File: config.mk
export PLATFORM = sky130hd
export DESIGN_NAME = cmp_bist_seq
export DESIGN_NICKNAME = d
export VERILOG_FILES = /design/src/rtl/cmp_bist_seq.sv
export SDC_FILE = /design/constraint.sdc
export NUM_CORES = 1
export LEC_CHECK = 0
export ABC_AREA = 1
export ABC_CLOCK_PERIOD_IN_PS = 3400
export BUFFER_PORTS_ARGS = -buffer_cell sky130_fd_sc_hd__buf_4
export CAP_MARGIN = 25
export CORE_MARGIN = 2
export CORE_UTILIZATION = 50
export DETAILED_ROUTE_END_ITERATION = 8
export PLACE_DENSITY_LB_ADDON = 0.05
export SLEW_MARGIN = 40
export SYNTH_ARGS = -nofsm -noshare
export SYNTH_HDL_FRONTEND = slang
export SYNTH_SLANG_ARGS = --single-unit
File: constraint.sdc
create_clock -name clk -period 3.4 [get_ports clk]
set_input_delay 0.17 -clock clk [delete_from_list [all_inputs] [get_ports clk]]
set_output_delay 0.17 -clock clk [all_outputs]
set_load 0.01 [all_outputs]
File: src/rtl/cmp_bist_seq.sv
// Built-in self test sequencer for an external WIDTH-bit equality comparator.
// Optional first-failure capture is enabled by defining CMP_BIST_FAIL_CAPTURE_EN.
module cmp_bist_seq #(
  parameter int WIDTH         = 2,
  parameter int SETTLE_CYCLES = 4
) (
  input  logic               clk,
  input  logic               reset,
  input  logic               start,
  output logic [WIDTH-1:0]   a_o,
  output logic [WIDTH-1:0]   b_o,
  input  logic               eq_i,
  output logic               busy,
  output logic               done,
  output logic               pass,
  output logic [2*WIDTH:0]   err_cnt
`ifdef CMP_BIST_FAIL_CAPTURE_EN
  ,
  output logic               fail_valid,
  output logic [WIDTH-1:0]   fail_a,
  output logic [WIDTH-1:0]   fail_b
`endif
);

  localparam int IW = 2 * WIDTH;
  localparam int CW = (SETTLE_CYCLES > 1) ? $clog2(SETTLE_CYCLES) : 1;

  typedef enum logic [2:0] {IDLE, DRIVE, SETTLE, CHECK, DONE} state_t;

  state_t          state_q;
  logic [IW-1:0]   idx_q;
  logic [CW-1:0]   settleCnt_q;
  logic [WIDTH-1:0] a_q, b_q;
  logic            busy_q, done_q, pass_q;
  logic [IW:0]     errCnt_q, errCnt_d;
  logic            mismatch;
  logic            lastVec;
`ifdef CMP_BIST_FAIL_CAPTURE_EN
  logic            failValid_q;
  logic [WIDTH-1:0] failA_q, failB_q;
`endif

  // An unknown eq_i fails the equality test and therefore counts as a mismatch.
  always_comb begin
    mismatch = 1'b1;
    if (eq_i == (a_q == b_q)) mismatch = 1'b0;
    errCnt_d = errCnt_q + {{IW{1'b0}}, mismatch};
    lastVec  = &idx_q;
  end

  always_ff @(posedge clk) begin
    if (reset) begin
      state_q     <= IDLE;
      idx_q       <= '0;
      settleCnt_q <= '0;
      a_q         <= '0;
      b_q         <= '0;
      busy_q      <= 1'b0;
      done_q      <= 1'b0;
      pass_q      <= 1'b0;
      errCnt_q    <= '0;
`ifdef CMP_BIST_FAIL_CAPTURE_EN
      failValid_q <= 1'b0;
      failA_q     <= '0;
      failB_q     <= '0;
`endif
    end else begin
      case (state_q)
        IDLE, DONE: begin
          if (start) begin
            state_q  <= DRIVE;
            idx_q    <= '0;
            errCnt_q <= '0;
            done_q   <= 1'b0;
            pass_q   <= 1'b0;
            busy_q   <= 1'b1;
`ifdef CMP_BIST_FAIL_CAPTURE_EN
            failValid_q <= 1'b0;
            failA_q     <= '0;
            failB_q     <= '0;
`endif
          end
        end
        DRIVE: begin
          a_q         <= idx_q[IW-1:WIDTH];
          b_q         <= idx_q[WIDTH-1:0];
          settleCnt_q <= '0;
          state_q     <= (SETTLE_CYCLES > 1) ? SETTLE : CHECK;
        end
        SETTLE: begin
          if (int'(settleCnt_q) >= SETTLE_CYCLES - 2) state_q <= CHECK;
          else settleCnt_q <= settleCnt_q + 1'b1;
        end
        CHECK: begin
          errCnt_q <= errCnt_d;
`ifdef CMP_BIST_FAIL_CAPTURE_EN
          if (mismatch && !failValid_q) begin
            failValid_q <= 1'b1;
            failA_q     <= a_q;
            failB_q     <= b_q;
          end
`endif
          if (lastVec) begin
            state_q <= DONE;
            busy_q  <= 1'b0;
            done_q  <= 1'b1;
            pass_q  <= (errCnt_d == '0);
          end else begin
            idx_q   <= idx_q + 1'b1;
            state_q <= DRIVE;
          end
        end
        default: state_q <= IDLE;
      endcase
    end
  end

  assign a_o     = a_q;
  assign b_o     = b_q;
  assign busy    = busy_q;
  assign done    = done_q;
  assign pass    = pass_q;
  assign err_cnt = errCnt_q;
`ifdef CMP_BIST_FAIL_CAPTURE_EN
  assign fail_valid = failValid_q;
  assign fail_a     = failA_q;
  assign fail_b     = failB_q;
`endif

endmodule

=== Yosys cells after proc, flatten, opt, wreduce, memory -nomap -nowiden ===
Index checks and enable logic that the tools add are counted.

* Register bits: 21
* Latch bits: 0
* Memory bits (writable): 0
* Bits in read-only memories: 0
* Input port bits: 4
* Output and inout port bits: 12
* Word-level logic and storage cells: 55
* Memories: 0

* $add $sub $neg: 3
* Multipliers: 0
* Div/mod/pow operators: 0
* Magnitude comparators: 1
* Equal/unequal tests: 11
* Shift operators: 0
* Muxes and demuxes: 20
* Bitwise logic cells: 0
* Reductions and logical operators: 11

{| class="wikitable"
|+ Operators with widths
! cell !! number
|-
| $pmux W3 S4 || 1
|-
| $ne A2 B2 Y1 const B || 5
|-
| $pmux W5 S2 || 1
|-
| $mux W3 || 3
|-
| $mux W4 || 2
|-
| $pmux W4 S2 || 1
|-
| $eq A3 B2 Y1 const B || 2
|-
| $mux W1 || 6
|-
| $pmux W1 S2 || 3
|-
| $reduce_and A2 Y1 || 3
|-
| $reduce_and A3 Y1 || 2
|-
| $add A5 B1 Y5 || 1
|-
| $logic_not A5 Y1 || 1
|-
| $mux W5 || 1
|-
| $add A4 B1 Y4 const B || 1
|-
| $pmux W2 S2 || 1
|-
| $reduce_and A4 Y1 || 1
|-
| $reduce_bool A2 Y1 || 2
|-
| $eq A3 B1 Y1 const B || 1
|-
| $eq A3 B3 Y1 const B || 1
|-
| $logic_not A3 Y1 || 1
|-
| $add A2 B1 Y2 const B || 1
|-
| $eq A2 B2 Y1 || 1
|-
| $ge A2 B2 Y1 const B || 1
|-
| 3 further kinds || 3
|}

=== Depth between registers and ports, before layout ===
* Word-level depth: 7
* Depth in mapped cells: 13
* Mapped depth without buffers: 13

=== Least setup slack after synthesis ===
No wires, ideal clock.

* Path type: reg2reg
* Start: register b_q[0], in the netlist b_o[0]
* End: register pass_q, in the netlist pass
* Library setup time: 0.071 ns
* Data arrival time: 1.636 ns
* Required time: 3.329 ns
* Setup slack: 1.693 ns
* Cell stages (with the launch flop): 13
* Buffers on the path: 0
* Clock period less this slack: 1.707 ns
* Cell sequence: dfxtp_1 -> inv_1 -> nand2_1 -> nand4_1 -> xor2_1 -> inv_1 -> ha_1 -> ha_1 -> nor2_1 -> nand3_1 -> nor2_1 -> nand3_1 -> a21oi_1

* Cells in the longest elaborated chain, start to end: 7

{| class="wikitable"
|+ RTL lines
! element !! RTL line !! RTL
|-
| start, declared || 33 || <nowiki>logic [WIDTH-1:0] a_q, b_q;</nowiki>
|-
| start signal, assigned || 86 || <nowiki>b_q <= idx_q[WIDTH-1:0];</nowiki>
|-
| $eq A2 B2 Y1 || 46 || <nowiki>if (eq_i == (a_q == b_q)) mismatch = 1'b0;</nowiki>
|-
| $eq A1 B1 Y1 || 46 ||
|-
| $mux W1 || 46 ||
|-
| $add A5 B1 Y5 || 47 || <nowiki>errCnt_d = errCnt_q + {{IW{1'b0}}, mismatch};</nowiki>
|-
| $logic_not A5 Y1 || 107 || <nowiki>pass_q <= (errCnt_d == '0);</nowiki>
|-
| $mux W1 || 103 || <nowiki>if (lastVec) begin</nowiki>
|-
| $pmux W1 S2 || 68 || <nowiki>case (state_q)</nowiki>
|-
| end signal, assigned || 107 ||
|-
| end, declared || 34 || <nowiki>logic busy_q, done_q, pass_q;</nowiki>
|}

No other way between the ends. The select of a mux whose other input is x is not followed.
A chain may end at the register's enable or synchronous reset.

=== Worst setup path in the final report ===
Same ends and word-level chain as after synthesis.

==> metrics.log <==
INFO  metric outcome = finished, final reports clean
INFO  metric cp_data_arrival_time = approximately 2100 ps
INFO  metric post-route-util = approximately three fifths
INFO  metric total_cts_buffers = 3
INFO  metric seq_power_share = between 40% and 50%
INFO  metric synthToLayoutAreaGrowth = 14.5%
INFO  metric yosysMostFrequentCell = nand2_1
INFO  metric grt_pass1_vias = between 800 and 900
INFO  metric synth.ff_latch_count = 21
INFO  metric yosys.area_share.simple = between 30% and 40%
INFO  metric cts-htree-levels = 1
INFO  metric cp-end-kind = flop
INFO  metric worst_max_slew_pin_slew = around 370 ps
INFO  metric floorplan.io_pins = 16
INFO  metric synth_compound_area_share = 12.4%
INFO  metric finalWirelength = 2120 um
INFO  metric xor_xnor_fraction_of_synth_area = 0.812%
INFO  metric swShare = about two fifths
INFO  metric fp.dieH = 50.4 um
INFO  metric globalRouteOverflowTotal = 0
INFO  metric max_stage_delay = between 300 and 400 ps
INFO  metric slew_headroom = approximately three quarters
INFO  metric dp_hpwl = between 1500 and 2000 um
INFO  metric num_antenna_cells = 0
INFO  metric place.port_buffers = 15
INFO  metric aggregate_negative_setup_slack = 0 ps
INFO  metric post_synth_fa_ha_maj_area_fraction = approximately 4.6%
INFO  metric grt_start_max_net_pins = 17
INFO  metric cts_post_setup_buffers_inserted = 0
INFO  metric netSwitchingPower = 262 uW
INFO  metric maxCapViolCount = 0
INFO  metric routed_via_density = around 5.1
INFO  metric routedWlPerCell = between 10 and 15 um
INFO  metric dominant_delay_contributor_by_cell_family_on_the_critical_path = adder cells
INFO  metric final.setup.worst_slack = between 1500 and 2000 ps
INFO  metric min-delay-path-class = in2reg
INFO  metric yosys_warnings = 0
INFO  metric p_comb_share = a little under two fifths
INFO  metric main_combinational_cell_family_by_area_after_synthesis = simple AND/OR/NAND/NOR gates
INFO  metric clock_power_share = between 15 and 20%
INFO  metric instances_no_fill = 198
INFO  metric ctsHoldBuffers = 0
INFO  metric worst_path_cell_trace = inv_1 > nand2_1 > nand4_1 > xor2_1 > inv_1 > ha_1 > ha_1 > nor2_1 > nand3_1 > nor2_1 > nand3_1 > a21oi_1
INFO  metric synth-edff-count = 0
INFO  metric timing.setup.critical_path_class = reg2reg
INFO  metric row_count = 16
INFO  metric grt_usage = between 10% and 20%
INFO  metric synthesis.instances = 155
INFO  metric filler_cell_count = 198
INFO  metric muxShareOfSynthArea = 0%
INFO  metric synth_largest_area_cell = dfxtp_1
INFO  metric post_synth_most_frequent_cells = nand2_1 (46), dfxtp_1 (21), inv_1 (19)
INFO  metric worst-path-max-fanout = 3
INFO  metric worst_setup_path_start_kind = flop
INFO  metric final.hold.worst_slack = about 160 ps
INFO  metric post-synth-top-area-fraction = between 30% and 40%
INFO  metric die_w = approximately 50 um
INFO  metric critPathBufInv = 2
INFO  metric cellLeakagePower = ~0.00054 uW
INFO  metric timing_hold_violations_final = 0
INFO  metric final_critical_path_share_of_the_clock_period = approximately 54%
INFO  metric synth_nets = ~160
INFO  metric synth.avg_cell_area = 6.96 um2
INFO  metric drive_above_1_share = around a fifth
INFO  metric placement.setup.worst_slack = between 1500 and 2000 ps
INFO  metric seq_total_area_yosys = around two fifths
INFO  metric timing_max_transition_violations_final = 0
INFO  metric antenna_viol_nets_final = 0
INFO  metric post_cts.resized_instances = 0
INFO  metric root_buffer = clkbuf_4
INFO  metric post_synth_num_cell_types = 23
INFO  metric final_net_count = 180
INFO  metric clock_tree_from_tritoncts = yes
INFO  metric cp_slowest_cell = dfxtp_1
INFO  metric synthFlopType = dfxtp_1
INFO  metric clk_pin_slew_worst_paths = roughly 120 ps
INFO  metric gp_routability_congestion = roughly 0.79
INFO  metric p_per_area = ~550 mW/mm2
INFO  metric antenna_found_initial = 0
INFO  metric clk_latency = ~300 ps
INFO  metric drc = 0
INFO  metric cts_num_sinks = 21
INFO  metric max_clock_freq = around 0.55 GHz
INFO  metric rsz_0062_raised_after_global_routing = false
INFO  metric report.final.setup_viol = 0
INFO  metric synth_top_cells_by_area = dfxtp_1 (39%), nand2_1 (16%), a21oi_1 (8.4%)
INFO  metric drt_pre_antenna_iters = 4
INFO  metric worst_ep_required_time = roughly 3600 ps
INFO  metric clock_path_buffers = 2
INFO  metric grt_first_pass_wirelength = 3600 um
INFO  metric floorplan.initialDensity = 53.9%
INFO  metric dr_total_vias = just over 1000
INFO  metric placed_cells = roughly 190
INFO  metric final.min_clock_period = 1820 ps
INFO  metric asyncSetResetFlopFracSynth = 0%
INFO  metric vdd_ir_drop_max = 0.342 mV
INFO  metric first_iter_violations = 24
INFO  metric power.internal = about 420 uW
INFO  metric finalClockSkew = between 2 and 2.5 ps
INFO  metric core_area = approximately 0.0020 mm2
INFO  metric die_area = around 0.0025 mm2
INFO  metric syn-cell-area = 0.00108 mm2
## cells in the final DEF (no fill, tap or decap), drive strengths merged, types with 4 or more instances in the layout
cell,n
nand4,4
clkbuf,4
buf,15
dfxtp,21
o21ai,4
inv,22
nand2,51
ha,4
nand3,12
nor2,10
a21oi,20
## worst reg2reg max path, delay by kind of cell, from the launching register on
kind,cells,cell delay (ps)
adders and majority gates,2,510
DFF,1,370
xor gates and xnor gates,1,160
and+or+nand+nor,6,490
AOI/OAI and AO/OA,1,120
buffers and inverters,2,120
## path summary, 6_finish.rpt
path	start	end	slack, ps	depth (start not counted)
max	b_o[0]	pass	1580	12
min	reset	idx_q[2]	160	2
max reg2reg	b_o[0]	pass	1580	12
min reg2reg	settleCnt_q[0]	settleCnt_q[0]	440	1
## metal layers
metal	vias up	part of all wire, %	global-route usage, %
met5	-	0	0
met4	0	0.61	5.86
met3	2	3.9	2.68
met2	22	48	29.6
met1	459	48	24.5
li1	531	-	-
## final cells by class
class                   count  area, um2  share of cell area [%]
clock buffers               4       26.3                    2.13
multi-input cells         109        559                    45.3
inverters                  22       82.6                    6.69
repair buffers             15        113                    9.12
flip-flops and latches     21        420                    34.0
well taps                  27       33.8                    2.74
## power groups by stage
stage,Clock (uW),Sequential [uW],Combinational (uW)
6_report,120,308,257
5_1_grt,132,312,299
4_1_cts,121,307,257
3_5_place_dp,0,313,256
3_3_place_gp,0,311,250
2_1_floorplan,0,316,186
## kinds of logic (layout without fill, tap and decap cells)
logic type | Yosys count | after routing
flip-flops | 21 | 21
AND/OR/NAND/NOR | 79 | 79
XOR/XNOR | 1 | 1
adder cells (fa/ha/maj) | 4 | 4
buffers and inverters | 25 | 41
AO/OA/AOI/OAI | 25 | 25
## sequential cells by signal, summed over array words and instances, names as in the netlist
register     count
err_cnt          5
idx_q            4
state_q          3
a_o              2
b_o              2
settleCnt_q      2
busy             1
done             1
pass             1
## through the flow
step	power [uW]	area, um2
after floorplan	502	1080
after global placement	561	1210
after detailed placement	569	1210
after CTS	685	1230
after global routing	743	1230
final	685	1230
Power figures use the tool's default switching activity.
